File: src/rtl/seven_segment_reader.sv
`default_nettype none
// ============================================================================
// Module   : seven_segment_reader
// Purpose  : Receive side of a multiplexed, time-scanned 7-segment display
//            bus. Each digit's segment pattern is synchronized, debounced and
//            decoded back to a hex nibble. Once every digit has been captured,
//            the full frame is presented on a valid/ready output.
// Ports    : clk          system clock
//            reset        asynchronous, active-low reset
//            seg[6:0]     segment bus {a,b,c,d,e,f,g}, a = bit 6
//            dig_sel      one-hot digit enable, bit k = digit k
//            frame_ready  consumer accepts the presented frame
//            frame_valid  frame_hex/frame_err hold a complete frame
//            frame_hex    decoded digits, digit k at [4k+3:4k]
//            frame_err    bit k = digit k held an illegal pattern
//            overrun      sticky, a completed frame was dropped
// Options  : SEG_ACTIVE_LOW_EN - invert seg and dig_sel at the pins
//            (common-anode display); internal behaviour is unchanged.
// Revision : 1.0 - initial release
// ============================================================================
module seven_segment_reader #(
  parameter int NDIG          = 4,
  parameter int STABLE_CYCLES = 4
) (
  input  logic              clk,
  input  logic              reset,
  input  logic [6:0]        seg,
  input  logic [NDIG-1:0]   dig_sel,
  input  logic              frame_ready,
  output logic              frame_valid,
  output logic [4*NDIG-1:0] frame_hex,
  output logic [NDIG-1:0]   frame_err,
  output logic              overrun
);

  localparam int BW = 7 + NDIG;
  localparam int CW = $clog2(STABLE_CYCLES + 1);
  // The counter saturates one above the sample point so the sample value is
  // present for exactly one cycle per stable period.
  localparam logic [CW-1:0] STABLE_HIT = CW'(STABLE_CYCLES - 1);
  localparam logic [CW-1:0] STABLE_SAT = CW'(STABLE_CYCLES);

  typedef enum logic [0:0] {
    COLLECT = 1'b0,
    PRESENT = 1'b1
  } state_t;

  logic [BW-1:0]     bus_in;
  logic [BW-1:0]     sync1;
  logic [BW-1:0]     sync2;
  logic [BW-1:0]     prev;
  logic [CW-1:0]     stable_cnt;
  logic [6:0]        seg_s;
  logic [NDIG-1:0]   sel_s;
  logic              onehot;
  logic              sample;
  logic [4:0]        dec;
  logic [4*NDIG-1:0] slot_hex;
  logic [NDIG-1:0]   slot_err;
  logic [NDIG-1:0]   seen;
  logic [4*NDIG-1:0] slot_hex_nxt;
  logic [NDIG-1:0]   slot_err_nxt;
  logic [NDIG-1:0]   seen_nxt;
  logic              frame_done;
  logic              xfer;
  state_t            state;

`ifdef SEG_ACTIVE_LOW_EN
  assign bus_in = ~{seg, dig_sel};
`else
  assign bus_in = {seg, dig_sel};
`endif

  // Two-flop synchronizer plus a one-cycle history for change detection.
  always_ff @(posedge clk or negedge reset) begin
    if (!reset) begin
      sync1      <= '0;
      sync2      <= '0;
      prev       <= '0;
      stable_cnt <= '0;
    end else begin
      sync1 <= bus_in;
      sync2 <= sync1;
      prev  <= sync2;
      if (sync2 != prev) begin
        stable_cnt <= '0;
      end else if (stable_cnt != STABLE_SAT) begin
        stable_cnt <= stable_cnt + CW'(1);
      end
    end
  end

  assign seg_s  = sync2[BW-1:NDIG];
  assign sel_s  = sync2[NDIG-1:0];
  assign onehot = (sel_s != '0) &&
                  ((sel_s & (sel_s - {{(NDIG-1){1'b0}}, 1'b1})) == '0);
  assign sample = onehot && (stable_cnt == STABLE_HIT);

  // Returns {illegal, nibble}; illegal patterns decode to nibble 0.
  function automatic logic [4:0] decode_seg(input logic [6:0] s);
    logic [4:0] r;
    case (s)
      7'b1111110: r = 5'h00;
      7'b0110000: r = 5'h01;
      7'b1101101: r = 5'h02;
      7'b1111001: r = 5'h03;
      7'b0110011: r = 5'h04;
      7'b1011011: r = 5'h05;
      7'b1011111: r = 5'h06;
      7'b1110000: r = 5'h07;
      7'b1111111: r = 5'h08;
      7'b1111011: r = 5'h09;
      7'b1110111: r = 5'h0A;
      7'b0011111: r = 5'h0B;
      7'b1001110: r = 5'h0C;
      7'b0111101: r = 5'h0D;
      7'b1001111: r = 5'h0E;
      7'b1000111: r = 5'h0F;
      default:    r = 5'h10;
    endcase
    return r;
  endfunction

  assign dec = decode_seg(seg_s);

  // Slot contents including this cycle's sample, so a completing frame can
  // be loaded straight from here without losing its last digit.
  always_comb begin
    slot_hex_nxt = slot_hex;
    slot_err_nxt = slot_err;
    seen_nxt     = seen;
    if (sample) begin
      for (int k = 0; k < NDIG; k++) begin
        if (sel_s[k]) begin
          slot_hex_nxt[4*k +: 4] = dec[3:0];
          slot_err_nxt[k]        = dec[4];
        end
      end
      seen_nxt = seen | sel_s;
    end
  end

  assign frame_done = sample && (seen_nxt == '1);
  assign xfer       = frame_valid && frame_ready;

  always_ff @(posedge clk or negedge reset) begin
    if (!reset) begin
      slot_hex    <= '0;
      slot_err    <= '0;
      seen        <= '0;
      frame_valid <= 1'b0;
      frame_hex   <= '0;
      frame_err   <= '0;
      overrun     <= 1'b0;
      state       <= COLLECT;
    end else begin
      // Collection runs regardless of state; a completed frame always
      // restarts the seen mask, whether it is presented or dropped.
      slot_hex <= slot_hex_nxt;
      slot_err <= slot_err_nxt;
      seen     <= frame_done ? '0 : seen_nxt;
      case (state)
        COLLECT: begin
          if (frame_done) begin
            frame_hex   <= slot_hex_nxt;
            frame_err   <= slot_err_nxt;
            frame_valid <= 1'b1;
            state       <= PRESENT;
          end
        end
        PRESENT: begin
          if (frame_done && xfer) begin
            frame_hex <= slot_hex_nxt;
            frame_err <= slot_err_nxt;
          end else if (frame_done) begin
            overrun <= 1'b1;
          end else if (xfer) begin
            frame_valid <= 1'b0;
            state       <= COLLECT;
          end
        end
        default: state <= COLLECT;
      endcase
    end
  end

endmodule
`default_nettype wire
File: config.mk
export PLATFORM = sky130hd
export DESIGN_NAME = seven_segment_reader
export DESIGN_NICKNAME = d
export VERILOG_FILES = /design/src/rtl/seven_segment_reader.sv
export SDC_FILE = /design/constraint.sdc
export NUM_CORES = 1
export LEC_CHECK = 0
export ABC_AREA = 1
export BUFFER_PORTS_ARGS = -buffer_cell sky130_fd_sc_hd__clkbuf_2
export CORE_MARGIN = 5
export CORE_UTILIZATION = 60
export CTS_BUF_LIST = sky130_fd_sc_hd__clkbuf_4 sky130_fd_sc_hd__clkbuf_8
export DETAILED_ROUTE_END_ITERATION = 10
export PLACE_DENSITY = 0.81
export SLEW_MARGIN = 20
export SYNTH_ARGS = -nofsm -noshare
export SYNTH_HDL_FRONTEND = slang
export SYNTH_SLANG_ARGS = --single-unit
File: constraint.sdc
create_clock -name clk -period 5.2 [get_ports clk]
set_input_delay 0.78 -clock clk [delete_from_list [all_inputs] [get_ports clk]]
set_output_delay 0.78 -clock clk [all_outputs]
set_load 0.01 [all_outputs]
# Word-level counts from Yosys, hierarchy flattened
# Index checks and enable logic that the tools add are counted.
# W data, S select, Z words.
[classes] n_addsub=2 eq_ne=25 muxes=31 n_bitwise=4 reduce_logical=11
[ops] op="$eq A7 B7 Y1 const B" count=12
[ops] op="$pmux W5 S16" count=1
[ops] op="$mux W16" count=3
[ops] op="$mux W4" count=9
[ops] op="$pmux W16 S2" count=1
[ops] op="$eq A7 B6 Y1 const B" count=3
[ops] op="$mux W1" count=12
[ops] op="$ne A11 B11 Y1" count=1
[ops] op="$ne A2 B2 Y1 const B" count=4
[ops] op="$pmux W4 S2" count=1
[ops] op="$eq A7 B5 Y1 const B" count=1
[ops] op="$mux W3" count=2
[ops] op="$logic_and A1 B1 Y1" count=5
[ops] op="$and A4 B4 Y4" count=1
[ops] op="$eq A4 B4 Y1 const B" count=1
[ops] op="$logic_not A4 Y1" count=1
[ops] op="$or A4 B4 Y4" count=1
[ops] op="$pmux W1 S2" count=2
[ops] op="$reduce_and A4 Y1" count=1
[ops] op="$reduce_bool A4 Y1" count=1
[ops] op="$sub A4 B1 Y4 const B" count=1
[ops] op="$add A3 B1 Y3 const B" count=1
[ops] op="$eq A3 B2 Y1 const B" count=1
[ops] op="$ne A3 B3 Y1 const B" count=1
[ops] op="other kinds (5)" count=6
[totals] reg_bits=83 in_bits=14 output_inout_bits=22 elab_cells=85

# Logic depth before layout (Yosys ltp)
# Gate-level depths: netlist of the first run.
[depth] word_depth=11 ltp_mapped=13 depth_no_buf=12

# Worst setup path after synthesis of the first run
# Ideal clock, no wire load.
[synth_path] kind="register to register" from="register stable_cnt[1]" to="register frame_hex[7]" setup_ns=0.065 t_arrival_ns=1.669 t_required_ns=5.135 path_slack_ns=3.466 path_stages_with_launch=14 cell_sequence="dfrtp_1 > ha_1 > ha_1 > inv_1 > a21oi_2 > nand4_2 > nand2_1 > nand2_1 > nor2_4 > nand2_4 > nor2_4 > buf_6 > nand2_1 > nand2_1"
[synth_via] elab_chain_cells=8 elab_cells_between_ends=13
[synth_rtl] item="from (decl)" line="52" text="logic [CW-1:0] stable_cnt;"
[synth_rtl] item="from (signal assigned)" line="88" text="stable_cnt <= stable_cnt + CW'(1);"
[synth_rtl] item="$eq A3 B2 Y1 (*)" line="97" text="assign sample = onehot && (stable_cnt == STABLE_HIT);"
[synth_rtl] item="$logic_and A1 B1 Y1 (*)" line="97"
[synth_rtl] item="$mux W4" line="132" text="if (sample) begin"
[synth_rtl] item="$eq A4 B4 Y1" line="143" text="assign frame_done = sample && (seen_nxt == '1);"
[synth_rtl] item="$logic_and A1 B1 Y1" line="143"
[synth_rtl] item="$logic_and A1 B1 Y1" line="172" text="if (frame_done && xfer) begin"
[synth_rtl] item="$ne A2 B1 Y1 (no source line)"
[synth_rtl] item="$reduce_and A2 Y1 (no source line)"
[synth_rtl] item="to (signal assigned)" line="165" text="frame_hex <= slot_hex_nxt;"
[synth_rtl] item="to (signal assigned)" line="173" text="frame_hex <= slot_hex_nxt;"
[synth_rtl] item="to (decl)" line="31" text="output logic [4*NDIG-1:0] frame_hex,"
# Mark *: on every way between the ends. The rest lies on a longest branch, timed or not. The select of a mux whose other input is x is not followed.
# A chain may end at the register's enable or synchronous reset.

# Worst setup path after layout of the first run
[layout_path] from="register stable_cnt[1]" to="register frame_hex[15]"
# Same word-level chain as after synthesis.

==> flow_summary.json, run 1 <==
{
  "die_width_um": 84.8,
  "synth_top_family_by_area": "simple AND/OR/NAND/NOR gates",
  "clkTransAtPathRegs_ns": 0.08,
  "dieArea_um2": 7190,
  "finalSetupTns_ns": 0,
  "mappedNetlistArea_um2": 3360,
  "max_freq_mhz": 403,
  "min_period_over_period": 0.477,
  "cts_inserted_buffers": 9,
  "synth_nets": 383,
  "crit_fanout": 20,
  "dieHeight_um": 84.8,
  "final_area_um2": 3790,
  "overflow": 0,
  "drc": 0,
  "initial_core_util": 0.613,
  "synth.avg_cell_area_um2": 9.17,
  "final_cell_mix": "149 x nand2_1, 83 x dfrtp_1, 34 x clkbuf_2, 32 x nor2_1, 31 x inv_1",
  "place.gp.congestion": 0.895,
  "wire_per_inst_um": 12.4,
  "ys_seq_area_frac": 0.619,
  "synthSimpleGateAreaFrac": 0.273,
  "num_antenna_cells": 0,
  "vias": 2376,
  "drive_gt1_frac": 0.151,
  "synth-seq-cells": 83,
  "areaGrowthSynthToFinish_pct": 12.8,
  "relSlewSlack": 0.501,
  "dpl.hpwl_mm": 4.14,
  "final_hold_viol_count": 0,
  "first_iter_violations": 99,
  "layout.nets": 422,
  "placed_area_um2": 3580,
  "cts_setup_buffers": 0,
  "p_per_area_nw_per_um2": 312,
  "instances_no_fill": 482,
  "ctsResizeCount": 0,
  "end_kind": "register",
  "min_period_ns": 2.48,
  "clock_path_buffers": 2,
  "cts.sinks": 83,
  "ant_nets": 0,
  "skew_ns": 0.00853,
  "utilization": 0.692,
  "p_leak_nw": 2.12,
  "cts_hold_buf": 0,
  "synth_compound_area_frac": 0.0250,
  "grt_max_degree": 84,
  "clock_latency_ns": 0.36,
  "io-pin-count": 36,
  "synth-warning-count": 0,
  "setup_violations": 0,
  "max-vdd-ir-drop_mv": 0.192,
  "crit_type": "register to register",
  "antenna_found_initial": 0,
  "rows": 27,
  "worst_slew_pin_slew_ns": 0.747,
  "worstPathArrival_ns": 2.73,
  "dr.pass1.iters": 4,
  "syn_inst": 366,
  "grt_util_all_layers": 0.190,
  "synthXorXnorAreaFrac": 0.0235,
  "yosys-mux-area-fraction": 0,
  "dp_cells": 466,
  "cp.required_ns": 5.45,
  "slew_viol_final": 0,
  "final_common_cell": "nand2_1",
  "viasPerCell": 4.93,
  "grt_pass1_vias": 2390,
  "synth.distinct_cells": 25,
  "critPathLaunchType": "register",
  "routed_wl_mm": 5.99,
  "maxCapViolCount": 0,
  "power_w": 0.00118,
  "synthAdderAreaFrac": 0.0112,
  "grt_pass1_wl_mm": 10.7,
  "cts_tree": "done",
  "grt_setup_unrepaired": "false",
  "final.fill_count": 449,
  "cts-root-buf": "clkbuf_8",
  "core_um2": 5470,
  "hold_path_class": "register to register",
  "htree_levels": 3,
  "outcome": "completed",
  "io_buffers": 35
}
## metal layers
layer / GRT usage / share of wire / up-vias
met1: 0.248 / 0.46 / 1111
met3: 0.0638 / 0.045 / 10
met4: 0.0676 / 0.016 / 0
met2: 0.297 / 0.48 / 49
li1: - / - / 1206
met5: 0 / 0 / -
## layout make-up
class | count | area (um^2) | share of cell area
well taps | 72 | 90.1 | 0.0238
clock buffers | 11 | 145 | 0.0383
clock inverters | 5 | 61.3 | 0.0162
inverters | 31 | 116 | 0.0307
multi-input cells | 245 | 1110 | 0.294
flip-flops and latches | 83 | 2080 | 0.549
repair buffers | 35 | 181 | 0.0479
## flip-flops by register name (all words and copies together) (netlist names)
signal       cells
state            1
overrun          1
sync1           11
frame_hex       16
frame_err        4
slot_hex        16
stable_cnt       3
seen             4
sync2           11
prev            11
frame_valid      1
slot_err         4
## critical path: stages (launching register included)
cell	delay (ns)
dfrtp_1	0.38
ha_1	0.17
ha_1	0.14
inv_1	0.05
a21oi_2	0.16
nand4_2	0.23
nand2_1	0.12
nand2_1	0.10
nor2_4	0.14
nand3_1	0.55
nand2_1	0.25
nand2_1	0.08
## report_power, final
group	leakage [nW]	switching [W]	internal (W)
sequential	1.08	0.0000123	0.000658
clock	0.0956	0.000228	0.000242
combinational	0.947	0.0000288	0.0000137
## synth_stat cells
cell type | count | area (um^2)
nand3b_1 | 1 | 7.51
nand2_1 | 149 | 559
inv_1 | 31 | 116
buf_2 | 5 | 25.0
ha_1 | 3 | 37.5
nor2_4 | 3 | 33.8
a21oi_1 | 6 | 30.0
nand3_1 | 21 | 105
nor4_1 | 1 | 6.26
xnor2_1 | 2 | 17.5
xor2_1 | 7 | 61.3
nor2_2 | 1 | 6.26
nor3_1 | 3 | 15.0
o21a_1 | 1 | 7.51
o21bai_1 | 1 | 7.51
or2_2 | 3 | 18.8
o21ai_1 | 1 | 5.00
nand2_4 | 1 | 11.3
nor2_1 | 32 | 120
a21oi_2 | 1 | 8.76
nand4_2 | 2 | 25.0
o21ai_0 | 5 | 25.0
dfrtp_1 | 83 | 2080
nand4_1 | 1 | 6.26
buf_6 | 2 | 22.5
## stage by stage
step | setup slack [ns] | hold slack, ns
global placement | 2.84 | 0.332
detailed placement | 2.69 | 0.335
floorplan | 3.47 | 0.331
CTS | 2.67 | 0.353
global route | 2.40 | 0.358
finish | 2.72 | 0.348
## final timing paths
path,startpoint,end,slack (ns),cells after the start
worst max-delay path,stable_cnt[1]$_DFFE_PN0P_,frame_hex[15]$_DFFE_PN0P_,2.72,11
worst max register to register,stable_cnt[1]$_DFFE_PN0P_,frame_hex[15]$_DFFE_PN0P_,2.72,11
worst min register to register,sync1[0]$_DFF_PN0_,sync2[0]$_DFF_PN0_,0.35,0
worst min-delay path,sync1[0]$_DFF_PN0_,sync2[0]$_DFF_PN0_,0.35,0
max in group asynchronous,reset,prev[3]$_DFF_PN0_,4.25,1
min in group asynchronous,reset,state$_DFF_PN0_,0.44,1
## logic make-up (layout without fill, tap and decap cells)
kind of cell / count (synthesis) / in the layout
buffers and inverters: 38 / 82
and+or+nand+nor: 218 / 218
xor gates and xnor gates: 9 / 9
AOI/OAI and AO/OA: 15 / 15
DFF: 83 / 83
adders and majority gates: 3 / 3
(Power assumes the default switching activity.)
==> inputs of run 2 (changes only) <==
==> constraint.sdc (replaced) <==
create_clock -name clk -period 2.3 [get_ports clk]
set_input_delay 0.345 -clock clk [delete_from_list [all_inputs] [get_ports clk]]
set_output_delay 0.345 -clock clk [all_outputs]
set_load 0.01 [all_outputs]
==> flow_summary.json, run 2 (synthesis gave the netlist of run 1 again) <==
{
  "outcome": "completed",
  "min_period_ns": 2.12,
  "r2r_start": "stable_cnt[1]$_DFFE_PN0P_",
  "cts_inserted_buffers": 9,
  "areaGrowthSynthToFinish_pct": 15.3,
  "min_period_over_period": 0.922,
  "crit_slowest_cell": "nor2_2",
  "max_freq_mhz": 472,
  "slew_viol_final": 0,
  "cts_setup_buffers": 0,
  "relSlewSlack": 0.698,
  "initial_core_util": 0.613,
  "htree_levels": 3,
  "crit_path_start": "stable_cnt[1]$_DFFE_PN0P_",
  "worst_slew_pin_slew_ns": 0.452,
  "grt_pass1_vias": 2446,
  "rrSetupSlack_ns": 0.18,
  "cts-root-buf": "clkbuf_8",
  "max-vdd-ir-drop_mv": 0.776,
  "p_leak_nw": 2.16,
  "setup_slack_ns": 0.180,
  "multiInputGateArea_um2": 1120,
  "num_antenna_cells": 0,
  "drive_gt1_frac": 0.165,
  "placed_area_um2": 3630,
  "crit_type": "register to register",
  "critPathMostFrequentCell": "nand2_1",
  "crit_chain": "ha_1 -> ha_1 -> inv_1 -> a21oi_2 -> nand2_1 -> nor2_1 -> o21ai_1 -> nor2_4 -> nand2_4 -> nor2_2 -> nand2_1 -> nand2_1",
  "clock_latency_ns": 0.35,
  "routed_wl_mm": 6.19,
  "place.gp.congestion": 0.861,
  "final.fill_count": 415,
  "grt_setup_unrepaired": "false",
  "p_per_area_nw_per_um2": 717,
  "overflow": 0,
  "hold_path_class": "input pin to async pin",
  "dieArea_um2": 7190,
  "dpl.hpwl_mm": 4.10,
  "cp_top_family": "simple AND/OR/NAND/NOR gates",
  "critical_path_depth": 12,
  "finalSetupTns_ns": 0,
  "critPathCapture": "frame_hex[4]$_DFFE_PN0P_",
  "maxCapViolCount": 0,
  "worstPathArrival_ns": 2.42,
  "wire_per_inst_um": 12.7,
  "grt_util_all_layers": 0.197,
  "first_iter_violations": 140,
  "grt_max_degree": 84,
  "cts_hold_buf": 0,
  "setup_violations": 0,
  "ctsResizeCount": 0,
  "regArea_um2": 2080,
  "clkTransAtPathRegs_ns": 0.08,
  "cp_slowest_stage_delay_ns": 0.40,
  "ant_nets": 0,
  "holdWs_ns": 0.00555,
  "reg2reg_depth": 12,
  "regToRegEndpoint": "frame_hex[4]$_DFFE_PN0P_",
  "end_kind": "register",
  "io-pin-count": 36,
  "cts_tree": "done",
  "io_buffers": 35,
  "power_w": 0.00277,
  "dr.pass1.iters": 4,
  "core_um2": 5470,
  "antenna_found_initial": 0,
  "clock_path_buffers": 2,
  "viasPerCell": 4.97,
  "path_buf_inv": 1,
  "vias": 2432,
  "final_common_cell": "nand2_1",
  "dieHeight_um": 84.8,
  "critPathLaunchType": "register",
  "final_area_um2": 3870,
  "grt_pass1_wl_mm": 11.1,
  "final_hold_viol_count": 0,
  "layout.nets": 429,
  "skew_ns": 0.0135,
  "top_regs": "frame_hex (16), slot_hex (16)",
  "final_cell_mix": "149 x nand2_1, 83 x dfrtp_1, 34 x clkbuf_2, 32 x nor2_1, 31 x inv_1",
  "die_width_um": 84.8,
  "crit_fanout": 10,
  "rows": 27,
  "cts.sinks": 83,
  "cp.required_ns": 2.60,
  "drc": 0,
  "post-place-ws_ns": 0.190
}
## run 2: how the worst min path moves through the flow
stage | slack, ns | end | from
floorplan | 0.05 | frame_err[0]$_DFFE_PN0P_ | reset
global placement | 0.33 | sync2[9]$_DFF_PN0_ | sync1[9]$_DFF_PN0_
detailed placement | 0.33 | sync2[8]$_DFF_PN0_ | sync1[8]$_DFF_PN0_
CTS | 0.03 | prev[4]$_DFF_PN0_ | reset
global route | 0.03 | sync1[1]$_DFF_PN0_ | reset
finish | 0.006 | prev[4]$_DFF_PN0_ | reset
## run 2: routing by layer
layer	global-route usage	vias to the layer above	part of all wire
li1	-	1214	-
met1	0.253	1151	0.45
met2	0.305	53	0.47
met3	0.0726	14	0.059
met4	0.0777	0	0.019
met5	0	-	0
## run 2: where the power goes
group	total, W	switching (W)	internal, W
Combinational	0.000101	0.0000657	0.0000349
Clock	0.00116	0.000501	0.000656
Sequential	0.00152	0.0000287	0.00149
Total	0.00277	0.000596	0.00218
## run 2: worst reg2reg max path, cell delays in order, from the launching register on
cell	delay, ns
dfrtp_1	0.38
ha_1	0.17
ha_1	0.14
inv_1	0.05
a21oi_2	0.16
nand2_1	0.07
nor2_1	0.13
o21ai_1	0.11
nor2_4	0.17
nand2_4	0.11
nor2_2	0.40
nand2_1	0.11
nand2_1	0.08
## run 2: through the flow
step / cells / utilization
global placement: 472 / 0.664
global route: 489 / 0.707
floorplan: 366 / -
CTS: 488 / 0.706
detailed placement: 472 / 0.664
finish: 489 / 0.707
## run 2: area by class of cell
type	count	share of cell area
clock buffer	11	0.0375
clock inverter	5	0.0217
inverter	31	0.0301
multi-input combinational	246	0.290
sequential	83	0.537
tap	72	0.0233
timing repair buffer	41	0.0608
==> inputs of run 3 (changes only) <==
--- a/config.mk
+++ b/config.mk
@@ -5,13 +5,12 @@
 export SDC_FILE = /design/constraint.sdc
 export NUM_CORES = 1
 export LEC_CHECK = 0
-export ABC_AREA = 1
 export BUFFER_PORTS_ARGS = -buffer_cell sky130_fd_sc_hd__clkbuf_2
 export CORE_MARGIN = 5
-export CORE_UTILIZATION = 60
+export CORE_UTILIZATION = 54
 export CTS_BUF_LIST = sky130_fd_sc_hd__clkbuf_4 sky130_fd_sc_hd__clkbuf_8
 export DETAILED_ROUTE_END_ITERATION = 10
-export PLACE_DENSITY = 0.81
+export PLACE_DENSITY = 0.77
 export SLEW_MARGIN = 20
 export SYNTH_ARGS = -nofsm -noshare
 export SYNTH_HDL_FRONTEND = slang
==> constraint.sdc (replaced) <==
create_clock -name clk -period 1.9 [get_ports clk]
set_input_delay 0.285 -clock clk [delete_from_list [all_inputs] [get_ports clk]]
set_output_delay 0.285 -clock clk [all_outputs]
set_load 0.01 [all_outputs]
==> flow_summary.json, run 3 <==
{
  "outcome": "complete, but fails checks",
  "violations": "negative setup slack",
  "hold_path_class": "input pin to register",
  "critPathLaunchType": "register",
  "wire_per_inst_um": 19.6,
  "min_period_ns": 2.14,
  "relSlewSlack": 0.694,
  "num_antenna_cells": 0,
  "netlist_top_cells_count": "83 x dfrtp_1, 19 x mux2_2, 17 x nor2_1, 12 x xor2_1, 10 x nand2_1",
  "crit_slowest_cell": "dfrtp_1",
  "die_width_um": 89.1,
  "synth.distinct_cells": 58,
  "p_per_area_nw_per_um2": 758,
  "cts_inserted_buffers": 9,
  "synth.avg_cell_area_um2": 13.0,
  "final_hold_viol_count": 0,
  "layout.nets": 367,
  "antenna_found_initial": 0,
  "viasPerCell": 5.80,
  "vias": 2495,
  "drc": 0,
  "skew_ns": 0.0201,
  "synth-warning-count": 0,
  "overflow": 0,
  "post-place-ws_ns": -0.251,
  "areaGrowthSynthToFinish_pct": 36.0,
  "top_regs": "frame_hex (16), slot_hex (16)",
  "crit_type": "register to register",
  "clkTransAtPathRegs_ns": 0.09,
  "cp_slowest_stage_delay_ns": 0.39,
  "synth.area.top_cells": "dfrtp_1 61%, mux2_2 6.3%, xor2_1 3.1%",
  "dpl.hpwl_mm": 4.75,
  "grt_util_all_layers": 0.221,
  "first_iter_violations": 177,
  "cts_tree": "done",
  "syn_inst": 259,
  "mappedNetlistArea_um2": 3380,
  "cp.required_ns": 2.16,
  "synth.most_common_cell": "dfrtp_1",
  "grt_pass1_wl_mm": 12.8,
  "critPathMostFrequentCell": "buf_12",
  "worst_slew_pin_slew_ns": 0.455,
  "ant_nets": 0,
  "cts.sinks": 83,
  "finalSetupTns_ns": -4.27,
  "dr.pass1.iters": 4,
  "place.gp.congestion": 0.820,
  "slew_viol_final": 0,
  "synth_nets": 276,
  "max_freq_mhz": 468,
  "p_leak_nw": 2.23,
  "rrSetupSlack_ns": -0.24,
  "max-vdd-ir-drop_mv": 0.635,
  "grt_pass1_vias": 2559,
  "io-pin-count": 36,
  "maxCapViolCount": 0,
  "synth-seq-cells": 83,
  "grt_max_degree": 37,
  "synth_top_cell_by_area": "dfrtp_1",
  "end_kind": "register",
  "core_um2": 5990,
  "setup_violations": 22,
  "ys.flop_type": "dfrtp_1",
  "dieHeight_um": 89.1,
  "synth_edf_count": 0,
  "crit_fanout": 5,
  "final_cell_mix": "83 x dfrtp_1, 43 x buf_4, 34 x clkbuf_2, 22 x mux2_4, 16 x nor2_1",
  "drive_gt1_frac": 0.479,
  "ys_seq_area_frac": 0.615,
  "final_common_cell": "dfrtp_1",
  "final_area_um2": 4590,
  "dieArea_um2": 7940,
  "htree_levels": 3,
  "grt_setup_unrepaired": "true",
  "whs_path_depth": 1,
  "utilization": 0.767,
  "clock_path_buffers": 2,
  "synth_top_area_frac": 0.615,
  "crit_chain": "ha_2 -> ha_4 -> buf_6 -> nor2b_4 -> o32ai_4 -> nor3_4 -> o21ai_4 -> buf_12 -> buf_12 -> mux2_4",
  "io_buffers": 35,
  "power_w": 0.00348,
  "worstPathArrival_ns": 2.39,
  "initial_core_util": 0.564,
  "setup_slack_ns": -0.239,
  "cts-root-buf": "clkbuf_8",
  "async_reset_ff_frac": 1.00,
  "rows": 28,
  "routed_wl_mm": 8.44,
  "clock_latency_ns": 0.37,
  "reg2reg_depth": 10,
  "min_period_over_period": 1.13,
  "placed_area_um2": 4030
}
[run 3: worst max-delay path, delay by kind of cell (launching register included)]
family	cells	cell delay, ns
fa+ha+maj	2	0.36
compound gates	2	0.36
simple gates	2	0.22
mux	1	0.30
buf+inv	3	0.40
flops	1	0.39
[run 3: final timing paths]
kind	from	to
worst max-delay path	stable_cnt[1]$_DFFE_PN0P_	frame_err[3]$_DFFE_PN0P_
worst min-delay path	seg[5]	sync1[9]$_DFF_PN0_
worst max register to register	stable_cnt[1]$_DFFE_PN0P_	frame_err[3]$_DFFE_PN0P_
worst min register to register	sync1[8]$_DFF_PN0_	sync2[8]$_DFF_PN0_
max in group asynchronous	reset	frame_err[1]$_DFFE_PN0P_
min in group asynchronous	reset	frame_hex[12]$_DFFE_PN0P_
[run 3: through the flow]
stage               cells  hold slack, ns
floorplan             259         -0.0106
global placement      403           0.238
detailed placement    403           0.244
CTS                   428          0.0138
global route          430         0.00604
finish                430          0.0211
[run 3: cells by family (layout without fill, tap and decap cells)]
kind of cell	Yosys count	in the layout	share of synthesized area
flops	83	83	0.615
mux	24	24	0.0800
buf+inv	19	115	0.0348
simple gates	75	75	0.140
xor+xnor	13	13	0.0337
compound gates	42	42	0.0852
fa+ha+maj	3	3	0.0111
[run 3: power breakdown]
group,total [W],internal [W],switching [W]
clock network,0.00146,0.000798,0.000667
logic,0.000189,0.0000782,0.000110
registers,0.00183,0.00180,0.0000292
[run 3: repair_timing]
item | CTS | global route
endpoints found under the hold margin | 27 | 0
hold buffers | 1 | 0
setup endpoints to repair | 26 | 39
resized for setup | 14 | 31
gates cloned | 3 | 0
buffers inserted | 5 | 6
pin swaps | 7 | 8
[run 3: final cells by class]
class / count / area, um^2
sequential: 83 / 2080
multi-input combinational: 157 / 1440
fill: 339 / 1400
timing repair buffer: 94 / 734
clock buffer: 11 / 145
tap: 75 / 93.8
clock inverter: 5 / 86.3
inverter: 5 / 18.8
[run 3: routing by layer]
layer,share of wire,GRT usage,vias to the layer above,wire length [um]
met2,0.51,0.372,99,4320
met3,0.057,0.0525,27,483
met5,0,0,-,0
met1,0.41,0.282,1262,3420
li1,-,-,1107,-
met4,0.026,0.0731,0,219
